<file path="config.mk">
export PLATFORM = sky130hd
export DESIGN_NAME = idli_uart_rx_m
export DESIGN_NICKNAME = d
export VERILOG_FILES = /design/src/rtl/idli_pkg.sv /design/src/rtl/idli_uart_rx_fifo_m.sv /design/src/rtl/idli_uart_rx_m.sv
export SDC_FILE = /design/constraint.sdc
export NUM_CORES = 1
export LEC_CHECK = 0
export BUFFER_PORTS_ARGS = -buffer_cell sky130_fd_sc_hd__buf_2
export CORE_MARGIN = 8
export CORE_UTILIZATION = 45
export DETAILED_ROUTE_END_ITERATION = 10
export GPL_TIMING_DRIVEN = 0
export PLACE_DENSITY = 0.65
export SYNTH_ARGS = -nofsm -noshare
export SYNTH_HDL_FRONTEND = slang
export SYNTH_SLANG_ARGS = --single-unit
</file>
<file path="constraint.sdc">
create_clock -name i_urx_gck -period 1.4 [get_ports i_urx_gck]
set_input_delay 0.21 -clock i_urx_gck [delete_from_list [all_inputs] [get_ports i_urx_gck]]
set_output_delay 0.21 -clock i_urx_gck [all_outputs]
set_load 0.1 [all_outputs]
</file>
<file path="src/rtl/idli_pkg.sv">
// Shared types for the idli UART receive path: byte type and receiver FSM states.
package idli_pkg;

   typedef logic [7:0] uart_byte_t;

   typedef enum logic [2:0] {
      IDLE,
      START,
      DATA,
      STOP,
      BREAK
   } urx_state_t;

endpackage

</file>
<file path="src/rtl/idli_uart_rx_fifo_m.sv">
// First-word-fall-through byte FIFO for the UART receiver (used with IDLI_UART_RX_FIFO_EN).
// A push into a full FIFO is accepted only when a pop happens in the same cycle.
module idli_uart_rx_fifo_m
   import idli_pkg::*;
#(
   parameter int DEPTH = 4
) (
   input  logic       i_gck,
   input  logic       i_rst_n,
   input  logic       i_push,
   input  uart_byte_t i_data,
   input  logic       i_pop,
   output uart_byte_t o_data,
   output logic       o_full,
   output logic       o_empty
);

   localparam int AW = $clog2(DEPTH);

   logic [AW:0]  r_wr;
   logic [AW:0]  r_rd;
   uart_byte_t   r_mem [DEPTH];
   logic         w_do_pop;
   logic         w_do_push;

   assign o_empty   = (r_wr == r_rd);
   assign o_full    = (r_wr[AW] != r_rd[AW]) && (r_wr[AW-1:0] == r_rd[AW-1:0]);
   assign w_do_pop  = i_pop & ~o_empty;
   assign w_do_push = i_push & (~o_full | w_do_pop);
   assign o_data    = r_mem[r_rd[AW-1:0]];

   always_ff @(posedge i_gck or negedge i_rst_n) begin
      if (!i_rst_n) begin
         r_wr <= '0;
         r_rd <= '0;
         for (int i = 0; i < DEPTH; i++) r_mem[i] <= '0;
      end else begin
         if (w_do_push) begin
            r_mem[r_wr[AW-1:0]] <= i_data;
            r_wr                <= r_wr + 1'b1;
         end
         if (w_do_pop) r_rd <= r_rd + 1'b1;
      end
   end

endmodule

</file>
<file path="src/rtl/idli_uart_rx_m.sv">
// 8N1 UART receiver in the core clock domain with valid/ready output.
// Define IDLI_UART_RX_FIFO_EN for a FIFO_DEPTH-entry FIFO instead of a single holding register.
//
// state | meaning
// IDLE  | line idle, waiting for rx_s low
// START | half bit-time wait, then confirm start bit
// DATA  | sample 8 data bits, LSB first
// STOP  | sample stop bit; push byte or flag framing error
// BREAK | stop bit was low; wait for line to return high
module idli_uart_rx_m
   import idli_pkg::*;
#(
   parameter int CLKS_PER_BIT = 4,
   parameter int FIFO_DEPTH   = 4
) (
   input  logic       i_urx_gck,
   input  logic       i_urx_rst_n,
   input  logic       i_urx_rx,
   output logic [7:0] o_urx_data,
   output logic       o_urx_vld,
   input  logic       i_urx_rdy,
   output logic       o_urx_frame_err,
   output logic       o_urx_overflow
);

   localparam int              CW       = $clog2(CLKS_PER_BIT);
   localparam logic [CW-1:0]   CNT_HALF = CW'(CLKS_PER_BIT / 2 - 1);
   localparam logic [CW-1:0]   CNT_FULL = CW'(CLKS_PER_BIT - 1);

   if ((CLKS_PER_BIT < 4) || (CLKS_PER_BIT % 2 != 0) || (FIFO_DEPTH < 2)) begin : g_param_err
      $error("idli_uart_rx_m: CLKS_PER_BIT must be even and >= 4, FIFO_DEPTH >= 2");
   end

   logic [1:0]    r_sync;
   logic          w_rx_s;
   urx_state_t    r_state, w_state_nxt;
   logic [CW-1:0] r_cnt, w_cnt_nxt;
   logic [2:0]    r_bit, w_bit_nxt;
   uart_byte_t    r_sr, w_sr_nxt;
   logic          w_cnt_zero;
   logic          w_push;
   logic          w_ferr;
   logic          w_pop;
   logic          w_full;
   logic          r_ferr;
   logic          r_ovf;

   assign w_rx_s     = r_sync[1];
   assign w_cnt_zero = (r_cnt == '0);

   always_ff @(posedge i_urx_gck or negedge i_urx_rst_n) begin
      if (!i_urx_rst_n) begin
         r_sync  <= 2'b11;
         r_state <= IDLE;
         r_cnt   <= '0;
         r_bit   <= '0;
         r_sr    <= '0;
      end else begin
         r_sync  <= {r_sync[0], i_urx_rx};
         r_state <= w_state_nxt;
         r_cnt   <= w_cnt_nxt;
         r_bit   <= w_bit_nxt;
         r_sr    <= w_sr_nxt;
      end
   end

   always_comb begin
      w_state_nxt = r_state;
      w_cnt_nxt   = r_cnt;
      w_bit_nxt   = r_bit;
      w_sr_nxt    = r_sr;
      w_push      = 1'b0;
      w_ferr      = 1'b0;
      case (r_state)
         IDLE: begin
            if (!w_rx_s) begin
               w_state_nxt = START;
               w_cnt_nxt   = CNT_HALF;
            end
         end
         START: begin
            if (!w_cnt_zero) begin
               w_cnt_nxt = r_cnt - 1'b1;
            end else if (w_rx_s) begin
               w_state_nxt = IDLE;
            end else begin
               w_state_nxt = DATA;
               w_bit_nxt   = 3'd0;
               w_cnt_nxt   = CNT_FULL;
            end
         end
         DATA: begin
            if (!w_cnt_zero) begin
               w_cnt_nxt = r_cnt - 1'b1;
            end else begin
               w_sr_nxt  = {w_rx_s, r_sr[7:1]};
               w_cnt_nxt = CNT_FULL;
               if (r_bit == 3'd7) w_state_nxt = STOP;
               else               w_bit_nxt   = r_bit + 1'b1;
            end
         end
         STOP: begin
            if (!w_cnt_zero) begin
               w_cnt_nxt = r_cnt - 1'b1;
            end else if (w_rx_s) begin
               w_push      = 1'b1;
               w_state_nxt = IDLE;
            end else begin
               w_ferr      = 1'b1;
               w_state_nxt = BREAK;
            end
         end
         BREAK: begin
            if (w_rx_s) w_state_nxt = IDLE;
         end
         default: w_state_nxt = IDLE;
      endcase
   end

`ifdef IDLI_UART_RX_FIFO_EN
   logic w_empty;

   idli_uart_rx_fifo_m #(
      .DEPTH (FIFO_DEPTH)
   ) u_fifo (
      .i_gck   (i_urx_gck),
      .i_rst_n (i_urx_rst_n),
      .i_push  (w_push),
      .i_data  (r_sr),
      .i_pop   (w_pop),
      .o_data  (o_urx_data),
      .o_full  (w_full),
      .o_empty (w_empty)
   );

   assign o_urx_vld = ~w_empty;
   assign w_pop     = o_urx_vld & i_urx_rdy;
`else
   uart_byte_t r_data;
   logic       r_vld;

   assign w_full     = r_vld;
   assign w_pop      = r_vld & i_urx_rdy;
   assign o_urx_data = r_data;
   assign o_urx_vld  = r_vld;

   // A pop in the same cycle frees the register, so the new byte is taken.
   always_ff @(posedge i_urx_gck or negedge i_urx_rst_n) begin
      if (!i_urx_rst_n) begin
         r_data <= '0;
         r_vld  <= 1'b0;
      end else if (w_push && (!r_vld || w_pop)) begin
         r_data <= r_sr;
         r_vld  <= 1'b1;
      end else if (w_pop) begin
         r_vld  <= 1'b0;
      end
   end
`endif

   always_ff @(posedge i_urx_gck or negedge i_urx_rst_n) begin
      if (!i_urx_rst_n) begin
         r_ferr <= 1'b0;
         r_ovf  <= 1'b0;
      end else begin
         r_ferr <= w_ferr;
         r_ovf  <= w_push & w_full & ~w_pop;
      end
   end

   assign o_urx_frame_err = r_ferr;
   assign o_urx_overflow  = r_ovf;

endmodule
</file>
[Yosys cells after proc, flatten, opt, wreduce, memory -nomap -nowiden]
Cells that the tools add are included.
Word-level totals
  register bits after elaboration: 29
  output and inout bits: 11
Operators by class
  add/sub/neg operators: 2
  equal/unequal tests: 15
  multiplexer cells: 28
  bitwise operators: 4
  reductions and logical operators: 12
Operators with widths (count)
  2-to-1 mux 3 bit: 11
  inequality test 2 bit, second input constant: 9
  case mux 3 bit (5 select lines): 1
  2-to-1 mux 2 bit: 6
  2-to-1 mux 1 bit: 8
  case mux 2 bit (4 select lines): 1
  equality test 3 x 2 -> 1 bit, second input constant: 2
  equality test 3 bit, second input constant: 2
  case mux 3 bit (2 select lines): 1
  AND reduction 6 bit: 1
  AND reduction 5 bit: 1
  AND reduction 4 bit: 1
  nonzero test 2 bit: 2
  nonzero test 4 bit: 1
  adder 3 x 1 -> 3 bit, second input constant: 1
  AND 1 bit: 3
  equality test 3 x 1 -> 1 bit, second input constant: 1
  logical NOT 3 bit: 1
  inequality test 3 bit, second input constant: 1
  logical NOT 2 bit: 1
  AND reduction 2 bit: 1
  subtractor 2 x 1 -> 2 bit, second input constant: 1
  logical AND 1 bit: 1
  logical NOT 1 bit: 1
  other kinds (2): 2

[Logic depth before layout (Yosys ltp)]
Gate-level depths: netlist of run 1.
  word-level depth: 5
  depth in mapped cells: 6
  depth with buffers taken out: 6

[Least setup slack after synthesis of run 1]
No wires, ideal clock.
  path kind: reg-to-reg
  start point: register r_vld (netlist: o_urx_vld)
  end point: register r_data[0] (netlist: o_urx_data[0])
  data arrival time: 1670 ps
  data required time: 1274 ps
  slack: -396 ps
  stages on the path, launching flop included: 4
  buffers on the path: 0
  clock period less this slack: 1796 ps
  cell sequence: dfrtp_1 nand2b_1 nand3_4 mux2_2
On the way
  word-level cells in the longest chain between the ends: 3
  elaborated cells between the ends (all ways): 4
  those cells by class: 1 x bitwise; 3 x reduce/logical
Ends and longest elaborated chain
  start: declaration: RTL line idli_uart_rx_m.sv:140  | logic r_vld;
  start signal: assignment: RTL line idli_uart_rx_m.sv:151  | r_vld <= 1'b0;
  start signal: assignment: RTL line idli_uart_rx_m.sv:154  | r_vld <= 1'b1;
  start signal: assignment: RTL line idli_uart_rx_m.sv:156  | r_vld <= 1'b0;
  AND 1 bit / logical NOT 1 bit (equally long branches): RTL line idli_uart_rx_m.sv:143, idli_uart_rx_m.sv:152
  logical OR 1 bit (*): RTL line idli_uart_rx_m.sv:152  | end else if (w_push && (!r_vld || w_pop)) begin
  logical AND 1 bit (*): RTL line idli_uart_rx_m.sv:152
  end signal: assignment: RTL line idli_uart_rx_m.sv:153  | r_data <= r_sr;
  end: declaration: RTL line idli_uart_rx_m.sv:139  | uart_byte_t r_data;
Every way passes the cells marked *; elsewhere a longest branch is shown, timed or not.
A chain may end at the register's enable or synchronous reset.

[Worst setup path after layout of run 1]
  start point: register r_cnt[1]
  end point: register r_sr[1]
On the way
  word-level cells in the longest chain between the ends: 2
Ends and longest elaborated chain
  start: declaration: RTL line idli_uart_rx_m.sv:37  | logic [CW-1:0] r_cnt, w_cnt_nxt;
  start signal: assignment: RTL line idli_uart_rx_m.sv:61  | r_cnt <= w_cnt_nxt;
  logical NOT 2 bit: RTL line idli_uart_rx_m.sv:49  | assign w_cnt_zero = (r_cnt == '0);
  AND reduction 2 bit (no source line)
  end signal: assignment: RTL line idli_uart_rx_m.sv:63  | r_sr <= w_sr_nxt;
  end: declaration: RTL line idli_uart_rx_m.sv:39  | uart_byte_t r_sr, w_sr_nxt;
No other way between the ends.

==> results.toml, run 1 <==
[placement]
pre_cts_ws_ps = -191
dp_cells = 141
dp_hpwl_um = 1510
io_buffers = 14
placedInstanceArea_mm2 = 0.00143
gp_congestion = 0.804

[power]
power_frac_comb_pct = 48.6
intPower_mw = 1.87
vdd_ir_drop_max_uv = 1170
power_density_mw_per_mm2 = 1930
switching_power_mw = 1.31
swShare_pct = 41.2
total_leakage_power_nw = 0.832
clkPwrFrac_pct = 15.5
seq_power_share_pct = 36.0

[floorplan]
start_util_pct = 47.0
die-area_mm2 = 0.00485
dieWidth_um = 69.7
die_h_um = 69.7
core-area_mm2 = 0.00276
ios = 15
core.rowCount = 19

[layout]
n_antenna_cell = 0
fin_area_mm2 = 0.00165
layout_commonest_cell = "dfrtp_1"
layout-drive-gt1-share_pct = 53.8
nFillCells = 242
layout_common_cells = "dfrtp_1 (26), buf_2 (15), mux2_4 (9), mux2_2 (9), buf_4 (8)"
layout.cells.non_filler = 161
fin_nets = 137
area_growth_pct = 26.9

[cts]
cts_tree = "done"
path_clk_slew_ps = 90
cts_buffers = 5
insertion_delay_ps = 330
root_buffer = "clkbuf_4"
clockBufferDepth = 2
h-tree-depth = 2
clock_sinks = 29

[worst_setup_path]
rr_endpoint = "r_sr[1]$_DFFE_PN0P_"
cp.arrival_ps = 1670
path_max_fanout = 4
cp-startpoint = "r_cnt[1]$_DFFE_PN0P_"
worstPathRequired_ps = 1620
r2r_start = "r_cnt[1]$_DFFE_PN0P_"
critPathCaptureType = "register"
ff2ff_setup_slack_ps = -40
startpoint_type = "register"
worstSetupPathType = "register to register"
rr_worst_depth = 6

[routing]
ant_nets = 0
drt-initial-drc-count = 41
viasPerCell = 5.11
vias = 823
post-route-drc-count = 0
wl_per_cell_um = 15.1
dr.pass1.iters = 4
drt_wl_total_um = 2430

[global_routing]
track_usage_pct = 11.0
grt_max_degree = 30
antenna_found_initial = 0
grt_pass1_wl_um = 4330
grt_overflow = 0
first_global_vias = 923

[timing]
tightest_slew_ps = 630
finalCritPeriodShare_pct = 103
drv_slew = 0
layout_min_cycle_time_ps = 1440
setup_slack_ps = -44.6
clock.fmax_ghz = 0.692
slew_headroom_pct = 58.0
fin_hold_ws_ps = 249
hold_violations = 0
finalSetupViolations = 17
fin_skew_ps = 9.87
rsz0062_at_grt = "true"

[worst_hold_path]
holdPathStages = 3
hold_class = "input port to register"
hold_start = "i_urx_rdy"
hold_path_end = "o_urx_overflow$_DFF_PN0_"

[yosys]
synthAdderAreaFrac_pct = 4.63
synthMuxAreaShare_pct = 18.8
yosysWarnings = 0
synth_xor_area_share_pct = 0
syn-cell-area_mm2 = 0.00130
synthSimpleGateAreaFrac_pct = 13.6
syn_avg_cell_area_um2 = 13.5
synthDistinctLibCells = 29
ys_ff_latch = 29
syn_nets = 104
synth_cells = 96
synth-compound-area-share_pct = 3.96
ys_seq_area_share_pct = 56.2
synth_top_family_by_area = "multiplexers"

[outcome]
violations = "negative setup slack"
outcome = "finished with violations"

[flow_run]
drv_cap = 0
[area by class of cell]
class	count	area, um^2	share of cell area [%]
multi-input combinational	60	606	36.8
inverter	4	17.5	1.06
tap	31	38.8	2.36
timing repair buffer	26	175	10.6
clock buffer	5	37.5	2.28
buffer	3	21.3	1.29
clock inverter	3	17.5	1.06
sequential	29	732	44.5
[critical path, cell delays in order, from the launching register on]
cell	delay [ps]
dfrtp_1	390
inv_2	100
ha_4	160
inv_4	40
nor3_4	190
buf_6	150
mux2_4	300
[state kept, by name (all words and copies together), names as in the netlist, 2 cells and up]
| name | count |
|---|---|
| o_urx_data | 8 |
| r_sr | 8 |
| r_bit | 3 |
| r_state | 3 |
| r_cnt | 2 |
| r_sync | 2 |
[worst max-delay path by stage]
stage,cells after the start,slack (ps),to
floorplan,5,-40,r_sr[1]$_DFFE_PN0P_
global placement,5,-170,r_sr[4]$_DFFE_PN0P_
detailed placement,5,-190,r_sr[3]$_DFFE_PN0P_
CTS,6,-50,r_sr[1]$_DFFE_PN0P_
global route,6,-120,r_sr[7]$_DFFE_PN0P_
finish,6,-40,r_sr[1]$_DFFE_PN0P_
[stage by stage]
stage | util, % | power, mW | TNS (ps)
3_5_place_dp | 51.7 | 2.43 | -1790
4_1_cts | 57.8 | 3.10 | -567
6_report | 59.7 | 3.17 | -528
2_1_floorplan | - | 2.20 | -270
5_1_grt | 59.7 | 3.40 | -1880
3_3_place_gp | 51.7 | 2.40 | -1490
[power groups by stage]
stage	combinational [mW]	clock (mW)	sequential, mW
detailed placement	1.27	0	1.16
global placement	1.25	0	1.15
finish	1.54	0.492	1.14
CTS	1.44	0.512	1.14
floorplan	0.700	0	1.50
global route	1.67	0.555	1.17
[cells by family after synthesis]
kind of cell,after synthesis
AND/OR/NAND/NOR,26
multiplexers,22
buffers and inverters,7
adder cells (fa/ha/maj),5
flip-flops,29
AO/OA/AOI/OAI,7
[metal layers]
metal  vias up  GRT usage (%)  routed length (um)
met5         -              0                   0
met4         0           5.36                  47
met3         5           5.01                 113
met2        14           16.8                1160
met1       404           12.7                1100
li1        400              -                   -
[synth_stat cells]
library cell	number	area, um^2
and3_1	2	12.5
o2bb2ai_1	1	8.76
nor2_4	1	11.3
buf_2	2	10.0
nand3_4	1	17.5
nor3_1	1	5.00
and3b_1	1	8.76
a32oi_1	1	8.76
nor3_4	1	16.3
nor3b_1	1	7.51
dfrtp_1	27	676
nand2b_1	3	18.8
ha_1	4	50.1
a21o_1	1	7.51
a21oi_1	2	10.0
dfstp_2	2	52.6
inv_1	4	15.0
a311oi_1	1	8.76
mux2_2	18	203
buf_6	1	11.3
nor2b_4	1	13.8
mux2_1	1	11.3
maj3_1	1	10.0
and3_4	1	11.3
nor2b_1	2	12.5
nand2_1	6	22.5
a211oi_1	1	7.51
nor2_1	5	18.8
mux2i_1	3	30.0
[what timing repair did]
action                                  4_1_cts  5_1_grt
endpoints found under the setup margin       21       22
buffers inserted                              5        5
resized for setup                            16        4
hold endpoints to repair                     28        0
pin swaps                                     5        2
hold buffers                                  2        0
cloned                                        0        0
Note: power is estimated with default switching activity, not from simulation.
==> run 2, diff against run 1 <==
--- a/config.mk
+++ b/config.mk
@@ -6,11 +6,11 @@
 export NUM_CORES = 1
 export LEC_CHECK = 0
 export BUFFER_PORTS_ARGS = -buffer_cell sky130_fd_sc_hd__buf_2
-export CORE_MARGIN = 8
+export CORE_MARGIN = 3
 export CORE_UTILIZATION = 45
 export DETAILED_ROUTE_END_ITERATION = 10
 export GPL_TIMING_DRIVEN = 0
-export PLACE_DENSITY = 0.65
+export PLACE_DENSITY = 0.62
 export SYNTH_ARGS = -nofsm -noshare
 export SYNTH_HDL_FRONTEND = slang
 export SYNTH_SLANG_ARGS = --single-unit
==> constraint.sdc (replaced) <==
create_clock -name i_urx_gck -period 1.66 [get_ports i_urx_gck]
set_input_delay 0.249 -clock i_urx_gck [delete_from_list [all_inputs] [get_ports i_urx_gck]]
set_output_delay 0.249 -clock i_urx_gck [all_outputs]
set_load 0.1 [all_outputs]
==> run 2 against run 1 <==
  * The flow now finishes without violations
  * Die area fell by 27%
  * Sequential cell count did not move
  * Wire length fell by 17%
  * Final cell count fell by 6.2%
  * First-iteration DRC count fell by 34%
  * Maximum frequency fell by 6.1%
  * Critical path type unchanged
  * Via count fell by 6.2%
  * Global-route usage rose by 2.8 points
  * Largest cell class unchanged
  * Sequential power fell by 16%
  * Non-clock buffer count fell by 9
  * Clock power fell by 20%
  * Clock-buffer cell count rose by 3
==> results.toml, run 2 (synthesis gave the netlist of run 1 again) <==
[global_routing]
grt_pass1_wl_um = 3480
first_global_vias = 745
antenna_found_initial = 0
track_usage_pct = 13.8
grt_overflow = 0
grt_max_degree = 30

[layout]
area_growth_pct = 15.3
layout_common_cells = "dfrtp_1 (26), mux2_2 (18), buf_2 (16)"
layout_commonest_cell = "dfrtp_1"
n_antenna_cell = 0
fin_nets = 128
fin_area_mm2 = 0.00149
layout-drive-gt1-share_pct = 40.5
nFillCells = 234

[power]
vdd_ir_drop_max_uv = 1020
intPower_mw = 1.41
switching_power_mw = 0.992
total_leakage_power_nw = 0.772
swShare_pct = 41.3
seq_power_share_pct = 39.7
power_density_mw_per_mm2 = 1610
power_frac_comb_pct = 43.8
clkPwrFrac_pct = 16.4

[timing]
hold_violations = 0
setup_slack_ps = 122
finalCritPeriodShare_pct = 92.7
clock.fmax_ghz = 0.650
tns_ps = 0
fin_skew_ps = 5.13
tightest_slew_ps = 632
drv_slew = 0
finalSetupViolations = 0
rsz0062_at_grt = "false"
layout_min_cycle_time_ps = 1540
slew_headroom_pct = 57.9

[placement]
gp_congestion = 0.752
dp_hpwl_um = 1350
placedInstanceArea_mm2 = 0.00141
pre_cts_ws_ps = 41.8
io_buffers = 14

[floorplan]
ios = 15
die_h_um = 59.7
start_util_pct = 49.6
core.rowCount = 18
die-area_mm2 = 0.00356
dieWidth_um = 59.7
core-area_mm2 = 0.00261

[cts]
insertion_delay_ps = 320
path_clk_slew_ps = 90
h-tree-depth = 2
post_cts_resized = 0
root_buffer = "clkbuf_4"
cts_buffers = 5
clockBufferDepth = 2
cts_tree = "done"
clock_sinks = 29

[routing]
ant_nets = 0
post-route-drc-count = 0
wl_per_cell_um = 13.3
dr.pass1.iters = 3
viasPerCell = 5.11
vias = 772
drt-initial-drc-count = 27
drt_wl_total_um = 2010

[worst_setup_path]
critPathTopFamily = "flip-flops"
worstPathRequired_ps = 1870
slowest_stage = "dfrtp_1"
crit_top_cell = "inv_1"
slowest_delay_ps = 370
critPathCaptureType = "register"
worstSetupPathType = "register to register"
critical_path.cell_chain = "inv_1 -> ha_1 -> inv_1 -> nor3_4 -> buf_12 -> mux2_2"
path_max_fanout = 8
startpoint_type = "register"
crit_buf_inv = 3
cp.arrival_ps = 1750

[flow_run]
drv_cap = 0

[outcome]
outcome = "completed"

[worst_hold_path]
hold_class = "input port to register"
[run 2: changes by cell type in the layout (fill, tap and decap cells not counted), moves of 2 or more]
| cell | change |
|---|---|
| buf_6 | -2 |
| buf_4 | -8 |
| clkinv_2 | -2 |
| mux2_4 | -9 |
| mux2_2 | +9 |
| clkbuf_1 | +3 |
| inv_2 | -2 |
| ha_2 | -2 |
| inv_1 | +3 |
| ha_4 | -2 |
| ha_1 | +4 |
[run 2: final cells by class]
class,instances,area (um^2),share of cell area [%]
repair buffers,17,110,7.37
flip-flops and latches,29,729,48.8
multi-input cells,60,532,35.6
clock buffers,8,48.8,3.27
well taps,30,37.5,2.51
inverters,4,15.0,1.01
plain buffers,3,21.3,1.42
[run 2: final timing paths]
check                                startpoint                   endpoint  slack, ps  cells after the start
max                        r_cnt[0]$_DFFE_PN0P_        r_sr[0]$_DFFE_PN0P_        120                      6
max in group asynchronous           i_urx_rst_n      o_urx_vld$_DFFE_PN0P_        730                      2
min                                   i_urx_rdy   o_urx_overflow$_DFF_PN0_        260                      3
max reg2reg                r_cnt[0]$_DFFE_PN0P_        r_sr[0]$_DFFE_PN0P_        120                      6
min reg2reg                 r_sync[0]$_DFF_PN1_        r_sync[1]$_DFF_PN1_        360                      0
min in group asynchronous           i_urx_rst_n  o_urx_data[1]$_DFFE_PN0P_        480                      2
[run 2: layer usage]
metal | share of wire (%) | vias up | global-route usage, %
li1 | - | 384 | -
met1 | 49 | 366 | 18.1
met2 | 43 | 15 | 18.5
met3 | 5.7 | 7 | 6.48
met4 | 2.3 | 0 | 7.59
met5 | 0 | - | 0
[run 2: through the flow]
step / utilization, % / power (mW) / std cells / hold WS, ps
global route: 57.2 / 2.58 / 151 / 260
floorplan: - / 1.82 / 96 / -46.6
finish: 57.2 / 2.40 / 151 / 261
global placement: 53.8 / 1.98 / 140 / 306
detailed placement: 53.8 / 2.01 / 140 / 311
CTS: 56.4 / 2.42 / 150 / 242
[run 2: repair_timing]
| item | CTS | global route |
|---|---|---|
| hold endpoints to repair | 28 | 0 |
| setup endpoints to repair | 0 | 8 |
| hold buffers | 2 | 0 |
| setup buffers | 0 | 1 |
[run 2: worst register-to-register path, cell delays in order, from the launching register on]
cell	delay (ps)
dfrtp_1	370
inv_1	110
ha_1	190
inv_1	80
nor3_4	220
buf_12	150
mux2_2	320
[run 2: power by group through the flow]
stage                     clock network, mW  registers [mW]  logic [mW]
after floorplan                           0            1.26       0.563
after global placement                    0           0.964        1.02
after detailed placement                  0           0.968        1.04
after CTS                             0.421           0.955        1.05
after global routing                  0.443           0.981        1.15
final                                 0.395           0.953        1.05
